[config.mk]
export PLATFORM = sky130hd
export DESIGN_NAME = bcd_score_counter
export DESIGN_NICKNAME = d
export VERILOG_FILES = /design/src/rtl/bcd_score_counter_pkg.sv /design/src/rtl/bcd_score_counter_tick_divider.sv /design/src/rtl/bcd_score_counter.sv
export SDC_FILE = /design/constraint.sdc
export NUM_CORES = 1
export LEC_CHECK = 0
export BUFFER_PORTS_ARGS = -buffer_cell sky130_fd_sc_hd__buf_4
export CORE_MARGIN = 2
export CORE_UTILIZATION = 30
export CTS_CLUSTER_SIZE = 12
export DETAILED_ROUTE_END_ITERATION = 7
export PLACE_DENSITY = 0.54
export SETUP_SLACK_MARGIN = 0.15
export SLEW_MARGIN = 10
export SYNTH_ARGS = -nofsm -noshare
export SYNTH_HDL_FRONTEND = slang
export SYNTH_HIERARCHICAL = 1
export SYNTH_SLANG_ARGS = --single-unit
export TNS_END_PERCENT = 5
[constraint.sdc]
create_clock -name clk -period 8.4 [get_ports clk]
set_input_delay 0.84 -clock clk [delete_from_list [all_inputs] [get_ports clk]]
set_output_delay 0.84 -clock clk [all_outputs]
set_load 0.005 [all_outputs]
[src/rtl/bcd_score_counter_pkg.sv]
// ============================================================================
// Module   : bcd_score_counter_pkg
// Purpose  : Shared digit width, max-digit values and 7-segment decode table.
// Revision : 1.0 - initial release
// ============================================================================
`default_nettype none

package bcd_score_counter_pkg;

   localparam int         DIGIT_W       = 4;
   localparam logic [3:0] MAX_DIGIT_BCD = 4'd9;
   localparam logic [3:0] MAX_DIGIT_HEX = 4'hF;

   // Active-low segments, bit 6 = g ... bit 0 = a
   localparam logic [6:0] SEG_0 = 7'b1000000;
   localparam logic [6:0] SEG_1 = 7'b1111001;
   localparam logic [6:0] SEG_2 = 7'b0100100;
   localparam logic [6:0] SEG_3 = 7'b0110000;
   localparam logic [6:0] SEG_4 = 7'b0011001;
   localparam logic [6:0] SEG_5 = 7'b0010010;
   localparam logic [6:0] SEG_6 = 7'b0000010;
   localparam logic [6:0] SEG_7 = 7'b1111000;
   localparam logic [6:0] SEG_8 = 7'b0000000;
   localparam logic [6:0] SEG_9 = 7'b0011000;
   localparam logic [6:0] SEG_A = 7'b0001000;
   localparam logic [6:0] SEG_B = 7'b0000011;
   localparam logic [6:0] SEG_C = 7'b1000110;
   localparam logic [6:0] SEG_D = 7'b0100001;
   localparam logic [6:0] SEG_E = 7'b0000110;
   localparam logic [6:0] SEG_F = 7'b0001110;

   function automatic logic [6:0] seg_decode(input logic [3:0] i_digit);
      logic [6:0] w_seg;
      w_seg = SEG_0;
      case (i_digit)
         4'h0: w_seg = SEG_0;
         4'h1: w_seg = SEG_1;
         4'h2: w_seg = SEG_2;
         4'h3: w_seg = SEG_3;
         4'h4: w_seg = SEG_4;
         4'h5: w_seg = SEG_5;
         4'h6: w_seg = SEG_6;
         4'h7: w_seg = SEG_7;
         4'h8: w_seg = SEG_8;
         4'h9: w_seg = SEG_9;
         4'hA: w_seg = SEG_A;
         4'hB: w_seg = SEG_B;
         4'hC: w_seg = SEG_C;
         4'hD: w_seg = SEG_D;
         4'hE: w_seg = SEG_E;
         4'hF: w_seg = SEG_F;
         default: w_seg = SEG_0;
      endcase
      return w_seg;
   endfunction

endpackage

`default_nettype wire

[src/rtl/bcd_score_counter_tick_divider.sv]
// ============================================================================
// Module   : tick_divider
// Purpose  : Enable-gated down-counter emitting a registered one-cycle tick.
// Revision : 1.0 - initial release
// ============================================================================
`default_nettype none

module tick_divider #(
   parameter int TICK_DIV = 50_000_000
) (
   input  logic clk,
   input  logic resetn,
   input  logic enable,
   input  logic reload,
   output logic tick
);

   localparam int               CNT_W    = (TICK_DIV > 1) ? $clog2(TICK_DIV) : 1;
   localparam logic [CNT_W-1:0] LOAD_VAL = CNT_W'(TICK_DIV - 1);

   logic [CNT_W-1:0] r_cnt;
   logic             r_tick;

   always_ff @(posedge clk or negedge resetn) begin
      if (!resetn) begin
         r_cnt  <= LOAD_VAL;
         r_tick <= 1'b0;
      end else if (reload) begin
         r_cnt  <= LOAD_VAL;
         r_tick <= 1'b0;
      end else if (enable) begin
         if (r_cnt == '0) begin
            r_cnt  <= LOAD_VAL;
            r_tick <= 1'b1;
         end else begin
            r_cnt  <= r_cnt - CNT_W'(1);
            r_tick <= 1'b0;
         end
      end else begin
         r_tick <= 1'b0;
      end
   end

   assign tick = r_tick;

endmodule

`default_nettype wire

[src/rtl/bcd_score_counter.sv]
// ============================================================================
// Module   : bcd_score_counter
// Purpose  : Multi-digit BCD/hex score counter with bonus add, high score
//            tracking and active-low 7-segment outputs.
// Revision : 1.0 - initial release
// ============================================================================
`default_nettype none

module bcd_score_counter
   import bcd_score_counter_pkg::*;
#(
   parameter int DIGITS   = 6,
   parameter int TICK_DIV = 50_000_000,
   parameter int BCD      = 1,
   parameter int SATURATE = 1
) (
   input  logic                    clk,
   input  logic                    resetn,
   input  logic                    enable,
   input  logic                    clear,
   input  logic                    add_pulse,
   input  logic [3:0]              add_val,
   output logic [DIGIT_W*DIGITS-1:0] count,
   output logic [DIGIT_W*DIGITS-1:0] high_score,
   output logic                    tick,
   output logic                    overflow,
   output logic                    new_high,
   output logic [7*DIGITS-1:0]     hex
);

   localparam int          W         = DIGIT_W * DIGITS;
   localparam logic [3:0]  MAX_DIGIT = (BCD != 0) ? MAX_DIGIT_BCD : MAX_DIGIT_HEX;
   localparam logic [W-1:0] MAX_VAL  = {DIGITS{MAX_DIGIT}};

   logic [W-1:0]    r_count;
   logic [W-1:0]    r_high;
   logic            r_overflow;
   logic            r_new_high;
   logic            w_tick;
   logic [3:0]      w_add_val;
   logic [4:0]      w_inc;
   logic [W-1:0]    w_sum;
   logic [W-1:0]    w_next;
   logic [DIGITS:1] w_carry;
   logic            w_wrap;

   tick_divider #(
      .TICK_DIV (TICK_DIV)
   ) u_tick_divider (
      .clk    (clk),
      .resetn (resetn),
      .enable (enable),
      .reload (clear),
      .tick   (w_tick)
   );

   assign w_add_val = ((BCD != 0) && (add_val > 4'd9)) ? 4'd9 : add_val;
   assign w_inc     = {4'd0, w_tick} + ((add_pulse && enable) ? {1'b0, w_add_val} : 5'd0);

   // Ripple adder: digit 0 takes the whole increment, upper digits take the carry
   for (genvar gi = 0; gi < DIGITS; gi++) begin : g_digit
      logic [4:0] w_dsum;
      logic [3:0] w_dig;
      logic       w_cout;

      if (gi == 0) begin : g_lsd
         assign w_dsum = {1'b0, r_count[3:0]} + w_inc;
      end else begin : g_msd
         assign w_dsum = {1'b0, r_count[gi*DIGIT_W +: DIGIT_W]} + {4'd0, w_carry[gi]};
      end

      always_comb begin
         w_dig  = w_dsum[3:0];
         w_cout = w_dsum[4];
         if (BCD != 0) begin
            w_cout = (w_dsum >= 5'd10);
            if (w_cout) begin
               w_dig = w_dsum[3:0] - 4'd10;
            end
         end
      end

      assign w_sum[gi*DIGIT_W +: DIGIT_W] = w_dig;
      assign w_carry[gi+1]                = w_cout;
   end

   assign w_wrap = w_carry[DIGITS];
   assign w_next = (w_wrap && (SATURATE != 0)) ? MAX_VAL : w_sum;

   always_ff @(posedge clk or negedge resetn) begin
      if (!resetn) begin
         r_count    <= '0;
         r_overflow <= 1'b0;
      end else if (clear) begin
         r_count    <= '0;
         r_overflow <= 1'b0;
      end else begin
         r_count <= w_next;
         if (w_wrap) begin
            r_overflow <= 1'b1;
         end
      end
   end

   // Valid BCD digits never exceed 9, so an unsigned compare of the packed
   // vector is the digit-wise magnitude compare. The best score is still
   // captured on a clear cycle so the final pre-clear value is not lost.
   always_ff @(posedge clk or negedge resetn) begin
      if (!resetn) begin
         r_high     <= '0;
         r_new_high <= 1'b0;
      end else begin
         if (r_count > r_high) begin
            r_high <= r_count;
         end
         if (clear) begin
            r_new_high <= 1'b0;
         end else if (r_count > r_high) begin
            r_new_high <= 1'b1;
         end
      end
   end

   for (genvar gs = 0; gs < DIGITS; gs++) begin : g_seg
      assign hex[7*gs +: 7] = seg_decode(r_count[gs*DIGIT_W +: DIGIT_W]);
   end

   assign count      = r_count;
   assign high_score = r_high;
   assign tick       = w_tick;
   assign overflow   = r_overflow;
   assign new_high   = r_new_high;

endmodule

`default_nettype wire

Word level (Yosys, flattened, before mapping)
Memories as Yosys holds them, arrays and structs flattened.
Index checks and enable logic that the tools add are counted.
{"block": "totals", "memories": 6, "rom_bits": 672, "reg_bits": 77, "latch_bits": 0, "input_bits": 9, "ram_bits": 0, "out_inout_bits": 93, "wordCells": 57}
{"block": "op_classes", "addsub": 13, "div_mod_pow": 0, "multipliers": 0, "n_mux": 19, "bitwise_logic": 0, "n_lt_le_gt_ge": 8, "reduce_logical": 5, "n_eq_ne": 0, "shifts": 0}
{"memory": "(name not given)", "depth": 16, "word_bits": 7, "read_ports": 1, "rd_ports_with_merged_regs": 0, "write_ports": 0, "line_no": "bcd_score_counter_pkg.sv:35", "text": "case (i_digit)"}
{"memory": "(name not given)", "depth": 16, "word_bits": 7, "read_ports": 1, "rd_ports_with_merged_regs": 0, "write_ports": 0, "line_no": "bcd_score_counter_pkg.sv:35"}
{"memory": "(name not given)", "depth": 16, "word_bits": 7, "read_ports": 1, "rd_ports_with_merged_regs": 0, "write_ports": 0, "line_no": "bcd_score_counter_pkg.sv:35"}
{"memory": "(name not given)", "depth": 16, "word_bits": 7, "read_ports": 1, "rd_ports_with_merged_regs": 0, "write_ports": 0, "line_no": "bcd_score_counter_pkg.sv:35"}
{"memory": "(name not given)", "depth": 16, "word_bits": 7, "read_ports": 1, "rd_ports_with_merged_regs": 0, "write_ports": 0, "line_no": "bcd_score_counter_pkg.sv:35"}
{"memory": "(name not given)", "depth": 16, "word_bits": 7, "read_ports": 1, "rd_ports_with_merged_regs": 0, "write_ports": 0, "line_no": "bcd_score_counter_pkg.sv:35"}
{"operator": "two-way mux 26 bit", "n": 3}
{"operator": "two-way mux 24 bit", "n": 2}
{"operator": "greater-or-equal comparator 5 x 4 -> 1 bit (second input constant)", "n": 6}
{"operator": "two-way mux 4 bit", "n": 7}
{"operator": "logical NOT 26 bit", "n": 1}
{"operator": "subtractor 26 x 1 -> 26 bit (second input constant)", "n": 1}
{"operator": "adder 4 x 1 -> 5 bit", "n": 5}
{"operator": "> comparator 24 bit", "n": 1}
{"operator": "subtractor 4 bit (second input constant)", "n": 5}
{"operator": "two-way mux 1 bit", "n": 7}
{"operator": "nonzero test 2 bit", "n": 3}
{"operator": "adder 1 x 4 -> 5 bit", "n": 1}
{"operator": "adder 4 x 5 -> 5 bit", "n": 1}
{"operator": "> comparator 4 bit (second input constant)", "n": 1}
{"operator": "logical AND 1 bit", "n": 1}

Depth between registers and ports, before layout
{"block": "logic_depth", "word_depth": 18, "ltp_mapped": 48}

By module
Netlist, hierarchy kept.
{"mod": "bcd_score_counter", "area_each_um2": 4694.5, "instances": 1, "cells_each": 548}
{"mod": "tick_divider", "area_each_um2": 1567.8, "instances": 1, "cells_each": 165}

Least setup slack after synthesis
OpenSTA, ideal clock, no wires.
{"block": "synth_timing", "path_type": "input port to flip-flop", "startpoint": "input add_pulse", "endpoint": "register r_count[14] (netlist: count[14])", "t_arrival_ps": 9300, "required_ps": 8322, "path_slack_ps": -978, "cell_stages": 45, "cell_sequence": "nand2_1 -> o21bai_1 -> fa_1 -> fa_1 -> xor2_1 -> ha_1 -> nand2_1 -> a31oi_1 -> inv_1 -> ha_1 -> ha_1 -> xor2_1 -> inv_1 -> ha_1 -> o31ai_1 -> a22o_1 -> a32oi_1 -> inv_1 -> [9 not listed] -> o41a_1 -> o21ai_0 -> ha_1 -> ha_1 -> xor2_1 -> inv_1 -> ha_1 -> o31ai_1 -> a22o_1 -> a32oi_1 -> inv_1 -> ha_1 -> ha_1 -> o21a_1 -> o221ai_1 -> nand2b_1 -> clkbuf_1 -> a21oi_1"}
{"block": "synth_between", "elab_chain_cells": 17, "word_cells_on_any_way": 19, "cone_classes": "add/sub: 8; order compare: 6; mux: 4; reduce/logical: 1"}
{"element": "from (decl)", "line_no": "bcd_score_counter.sv:21", "text": "input logic add_pulse,"}
{"element": "logical AND 1 bit *", "line_no": "bcd_score_counter.sv:58", "text": "assign w_inc = {4'd0, w_tick} + ((add_pulse && enable) ? {1'b0, w_add_val} : 5'd0);"}
{"element": "two-way mux 4 bit *", "line_no": "bcd_score_counter.sv:58"}
{"element": "adder 1 x 4 -> 5 bit *", "line_no": "bcd_score_counter.sv:58"}
{"element": "adder 4 x 5 -> 5 bit *", "line_no": "bcd_score_counter.sv:67", "text": "assign w_dsum = {1'b0, r_count[3:0]} + w_inc;"}
{"element": "greater-or-equal comparator 5 x 4 -> 1 bit *", "line_no": "bcd_score_counter.sv:76", "text": "w_cout = (w_dsum >= 5'd10);"}
{"element": "adder 4 x 1 -> 5 bit *", "line_no": "bcd_score_counter.sv:69", "text": "assign w_dsum = {1'b0, r_count[gi*DIGIT_W +: DIGIT_W]} + {4'd0, w_carry[gi]};"}
{"element": "greater-or-equal comparator 5 x 4 -> 1 bit *", "line_no": "bcd_score_counter.sv:76"}
{"element": "adder 4 x 1 -> 5 bit *", "line_no": "bcd_score_counter.sv:69"}
{"element": "greater-or-equal comparator 5 x 4 -> 1 bit *", "line_no": "bcd_score_counter.sv:76"}
{"element": "adder 4 x 1 -> 5 bit *", "line_no": "bcd_score_counter.sv:69"}
{"element": "greater-or-equal comparator 5 x 4 -> 1 bit", "line_no": "bcd_score_counter.sv:76"}
{"element": "adder 4 x 1 -> 5 bit", "line_no": "bcd_score_counter.sv:69"}
{"element": "greater-or-equal comparator 5 x 4 -> 1 bit", "line_no": "bcd_score_counter.sv:76"}
{"element": "adder 4 x 1 -> 5 bit", "line_no": "bcd_score_counter.sv:69"}
{"element": "greater-or-equal comparator 5 x 4 -> 1 bit", "line_no": "bcd_score_counter.sv:76"}
{"element": "two-way mux 24 bit *", "line_no": "bcd_score_counter.sv:88", "text": "assign w_next = (w_wrap && (SATURATE != 0)) ? MAX_VAL : w_sum;"}
{"element": "two-way mux 24 bit *", "line_no": "bcd_score_counter.sv:94", "text": "end else if (clear) begin"}
{"element": "to (signal assigned)", "line_no": "bcd_score_counter.sv:98", "text": "r_count <= w_next;"}
{"element": "to (decl)", "line_no": "bcd_score_counter.sv:35", "text": "logic [W-1:0] r_count;"}
Every way passes the cells marked *; elsewhere a longest branch is shown, timed or not.
A chain may end at the register's enable or synchronous reset.

Worst setup path in the final report
{"block": "layout_timing", "startpoint": "input add_val[3]", "endpoint": "register r_count[9] (netlist: count[9])"}
{"block": "layout_between", "elab_chain_cells": 18, "word_cells_on_any_way": 20, "cone_classes": "add/sub: 8; order compare: 7; mux: 5"}
{"element": "from (decl)", "line_no": "bcd_score_counter.sv:22", "text": "input logic [3:0] add_val,"}
{"element": "> comparator 4 bit", "line_no": "bcd_score_counter.sv:57", "text": "assign w_add_val = ((BCD != 0) && (add_val > 4'd9)) ? 4'd9 : add_val;"}
{"element": "two-way mux 4 bit *", "line_no": "bcd_score_counter.sv:57"}
{"element": "two-way mux 4 bit *", "line_no": "bcd_score_counter.sv:58"}
{"element": "adder 1 x 4 -> 5 bit *", "line_no": "bcd_score_counter.sv:58"}
{"element": "adder 4 x 5 -> 5 bit *", "line_no": "bcd_score_counter.sv:67"}
{"element": "greater-or-equal comparator 5 x 4 -> 1 bit *", "line_no": "bcd_score_counter.sv:76"}
{"element": "adder 4 x 1 -> 5 bit *", "line_no": "bcd_score_counter.sv:69"}
{"element": "greater-or-equal comparator 5 x 4 -> 1 bit *", "line_no": "bcd_score_counter.sv:76"}
{"element": "[2 not listed]"}
{"element": "adder 4 x 1 -> 5 bit", "line_no": "bcd_score_counter.sv:69"}
{"element": "greater-or-equal comparator 5 x 4 -> 1 bit", "line_no": "bcd_score_counter.sv:76"}
{"element": "adder 4 x 1 -> 5 bit", "line_no": "bcd_score_counter.sv:69"}
{"element": "greater-or-equal comparator 5 x 4 -> 1 bit", "line_no": "bcd_score_counter.sv:76"}
{"element": "adder 4 x 1 -> 5 bit", "line_no": "bcd_score_counter.sv:69"}
{"element": "greater-or-equal comparator 5 x 4 -> 1 bit", "line_no": "bcd_score_counter.sv:76"}
{"element": "two-way mux 24 bit *", "line_no": "bcd_score_counter.sv:88"}
{"element": "two-way mux 24 bit *", "line_no": "bcd_score_counter.sv:94"}
Marks and branches as above.

==> impl_metrics.csv <==
group,metric,value,unit
finish,final_util,0.400,
power,peakVddDrop,0.000141,V
detailed_routing,wl,15800,µm
finish,fin_area,8150,µm²
worst_setup_path,end_kind,"flip-flop",
worst_setup_path,start_kind,"input pin",
worst_setup_path,r2r_slack,0.62,ns
place,gp_congestion,0.817,
clock_network,hold_buffers,0,
yosys,syn_inst,713,
yosys,synth_area_leader_cell,"dfrtp_1",
worst_setup_path,path_buf_inv,9,
power,total_power,1.19,mW
yosys,synth-seq-area-share,0.311,
worst_setup_path,cp_num_cells,47,
detailed_routing,drt_first_pass_iters,4,
detailed_routing,routedWlPerCell,14.4,µm
clock_network,cts_tree,"yes",
floorplanning,fp.dieH,148,µm
timing,rsz0062_at_grt,"yes",
worst_setup_path,crit_fanout,6,
place,dpl_cell_area,7690,µm²
finish,antenna_cells,0,
power,leakagePower,3.52,nW
finish,syn2layout_area_growth,30.1,%
global_route,grt_overflow_total,0,
power,power_density,147,nW/µm²
global_route,grt_pass1_vias,5262,
detailed_routing,drt_iter0_markers,161,
timing,setup_viol,0,
yosys,avgSynthCellArea,8.78,µm²
clock_network,htree_levels,3,
worst_setup_path,r2r-end,"count[9]",
floorplanning,core,20400,µm²
timing,finalCriticalPeriod,7.92,ns
worst_setup_path,cp.required,8.64,ns
clock_network,cts_root_buf,"clkbuf_16",
timing,max_slew_margin,0.425,
worst_setup_path,crit_arrival,8.15,ns
worst_setup_path,crit_path_top_delay_cell,"fa_2",
clock_network,cts_buffers,9,
clock_network,clk_pin_slew,0.06,ns
floorplanning,dieArea,22000,µm²
yosys,synth.area.top_cells,"dfrtp_1 24%, ha_1 15%, dfstp_2 7.6%",
place,dp_hpwl,11500,µm
detailed_routing,vias,5490,
clock_network,clock_sinks,77,
place,portBuffers,101,
timing,hold_viol,0,
yosys,yosysUniqueCellTypes,68,
clock_network,clockBufferDepth,2,
yosys,synth_edf_count,0,
yosys,syn-num-nets,797,
floorplanning,rows,52,
run_status,status,"complete, no violations",
floorplanning,ios,102,
worst_setup_path,crit_family,"adder cells",
floorplanning,die_x,148,µm
detailed_routing,ant_nets,0,
worst_setup_path,r2r_cells,45,
timing,final.setup_skew,0.00835,ns
worst_setup_path,max_stage_delay,0.37,ns
min_path,hold_class,"in2async",
yosys,syn_area,6260,µm²
worst_setup_path,crit_top_cell,"ha_4",
timing,worstMarginPinSlew,0.862,ns
worst_setup_path,critPathKind,"in2reg",
finish,drive_above_1_share,0.304,
yosys,ys_ff_latch,77,
detailed_routing,via_per_inst,4.98,
global_route,grt_antenna_before_repair,0,
timing,finalMaxSlewViolations,0,
flow_run,cap_viol_max_count,0,
timing,timing.final.crit_share,0.943,
yosys,yosysWarnings,6,
global_route,grt_first_pass_wirelength,26300,µm
floorplanning,initial_core_util,0.308,
worst_setup_path,r2r_start,"count[0]",
yosys,yosysTopAreaCellShare,0.236,
finish,nNetsFinal,911,
yosys,synthFlopType,"dfrtp_1",
clock_network,clk_latency,0.35,ns
global_route,groute.usage.overall,0.147,
timing,fmax,0.126,GHz
detailed_routing,route.detailed.drc,0,
global_route,grt_max_degree,65,
yosys,async_flop_share,1.00,
layout make-up:
type	instances	area (µm²)
Sequential cell	77	1950
Inverter	56	210
Timing Repair Buffer	137	1040
Clock buffer	10	229
Multi-Input combinational cell	546	4290
Clock inverter	6	87.6
Fill cell	2017	12200
Tap cell	270	338
worst reg2reg max path: cells and delay by family, from the launching register on:
family                     cells  cell delay [ns]
adders and majority gates     16             3.49
AOI/OAI and AO/OA             13             2.10
buffers and inverters          9             0.81
xor gates and xnor gates       4             0.61
DFF                            1             0.43
and+or+nand+nor                3             0.27
synthesized netlist by cell type (6+ instances only):
cell type  number
inv_1          56
dfrtp_1        59
nand3_1        20
mux2i_1        24
dfstp_2        18
nor2b_1        17
nor4_1          7
nand2b_1       12
or4_1          14
a31oi_1         8
xor2_1         11
nor3_1         12
clkbuf_1       27
o31ai_1        14
or3_1           6
nand2_1        48
ha_1           73
xnor2_1        10
o21ai_0        39
a22o_1          8
nor2_1         64
mux2_2          8
a21oi_1        51
through the flow:
| stage | setup slack, ns | std cells | hold slack [ns] | TNS [ns] |
|---|---|---|---|---|
| after global placement | 0.0242 | 1078 | 0.485 | 0 |
| after CTS | 0.212 | 1094 | 0.327 | 0 |
| after floorplan | 0.0332 | 713 | 0.469 | 0 |
| final | 0.481 | 1102 | 0.337 | 0 |
| after global routing | 0.0959 | 1102 | 0.342 | 0 |
| after detailed placement | -0.125 | 1078 | 0.489 | -1.53 |
layout by cell type, fill, tap and decap left out, types with 4 or more instances in the layout:
master,count
a211oi_1,4
a21oi_1,49
a22o_1,8
a31oi_1,7
and2_1,4
and3_1,4
buf_4,134
clkbuf_16,9
dfrtp_1,58
dfstp_2,18
ha_1,58
ha_2,5
ha_4,10
inv_1,48
inv_2,8
mux2_2,8
mux2_4,5
mux2i_1,24
nand2_1,45
nand2b_1,11
nand3_1,20
nand3b_1,5
nand4_1,5
nor2_1,64
nor2b_1,17
nor3_1,11
nor3b_1,4
nor4_1,7
o211ai_1,5
o21a_1,5
o21ai_0,37
o31ai_1,12
o41ai_1,4
or2_2,5
or3_1,6
or3b_2,5
or4_1,14
xnor2_1,8
xor2_1,8
worst max path at each step:
stage,start,to,slack [ns]
after CTS,add_val[3],count[14],0.21
after detailed placement,add_pulse,count[14],-0.12
after floorplan,add_pulse,count[5],0.03
final,add_val[3],count[9],0.48
after global placement,enable,count[13],0.02
after global routing,add_val[3],count[9],0.1
layer usage:
metal	global-route usage	wire length (µm)	part of all wire
met4	0.0348	157	0.0099
met5	0	0	0
met1	0.194	7440	0.47
met3	0.0264	570	0.036
met2	0.250	7680	0.48
sequential cells by signal, summed over array words and instances (netlist names):
register and cells:
u_tick_divider/tick 1, u_tick_divider/r_cnt 26, high_score 24, count 24, overflow 1, new_high 1
logic make-up (layout without fill, tap and decap cells):
group           count (synthesis)  in the layout  synth area share
simple gates                  246            246             0.211
compound gates                167            167             0.174
buf+inv                        90            209            0.0573
flops                          77             77             0.311
fa+ha+maj                      75             75             0.152
mux                            37             37            0.0647
xor+xnor                       21             21            0.0294
where the power goes:
group          internal, mW  total, mW  switching [mW]
clock network         0.261      0.420           0.159
logic                 0.181      0.371           0.189
registers             0.386      0.404          0.0182
total                 0.828       1.19           0.367
repair_timing:
action / in CTS / in global routing
hold endpoints to repair: 0 / 0
buffers inserted: 0 / 8
resized for setup: 0 / 20
setup endpoints to repair: 0 / 24
Power figures use the tool's default switching activity.
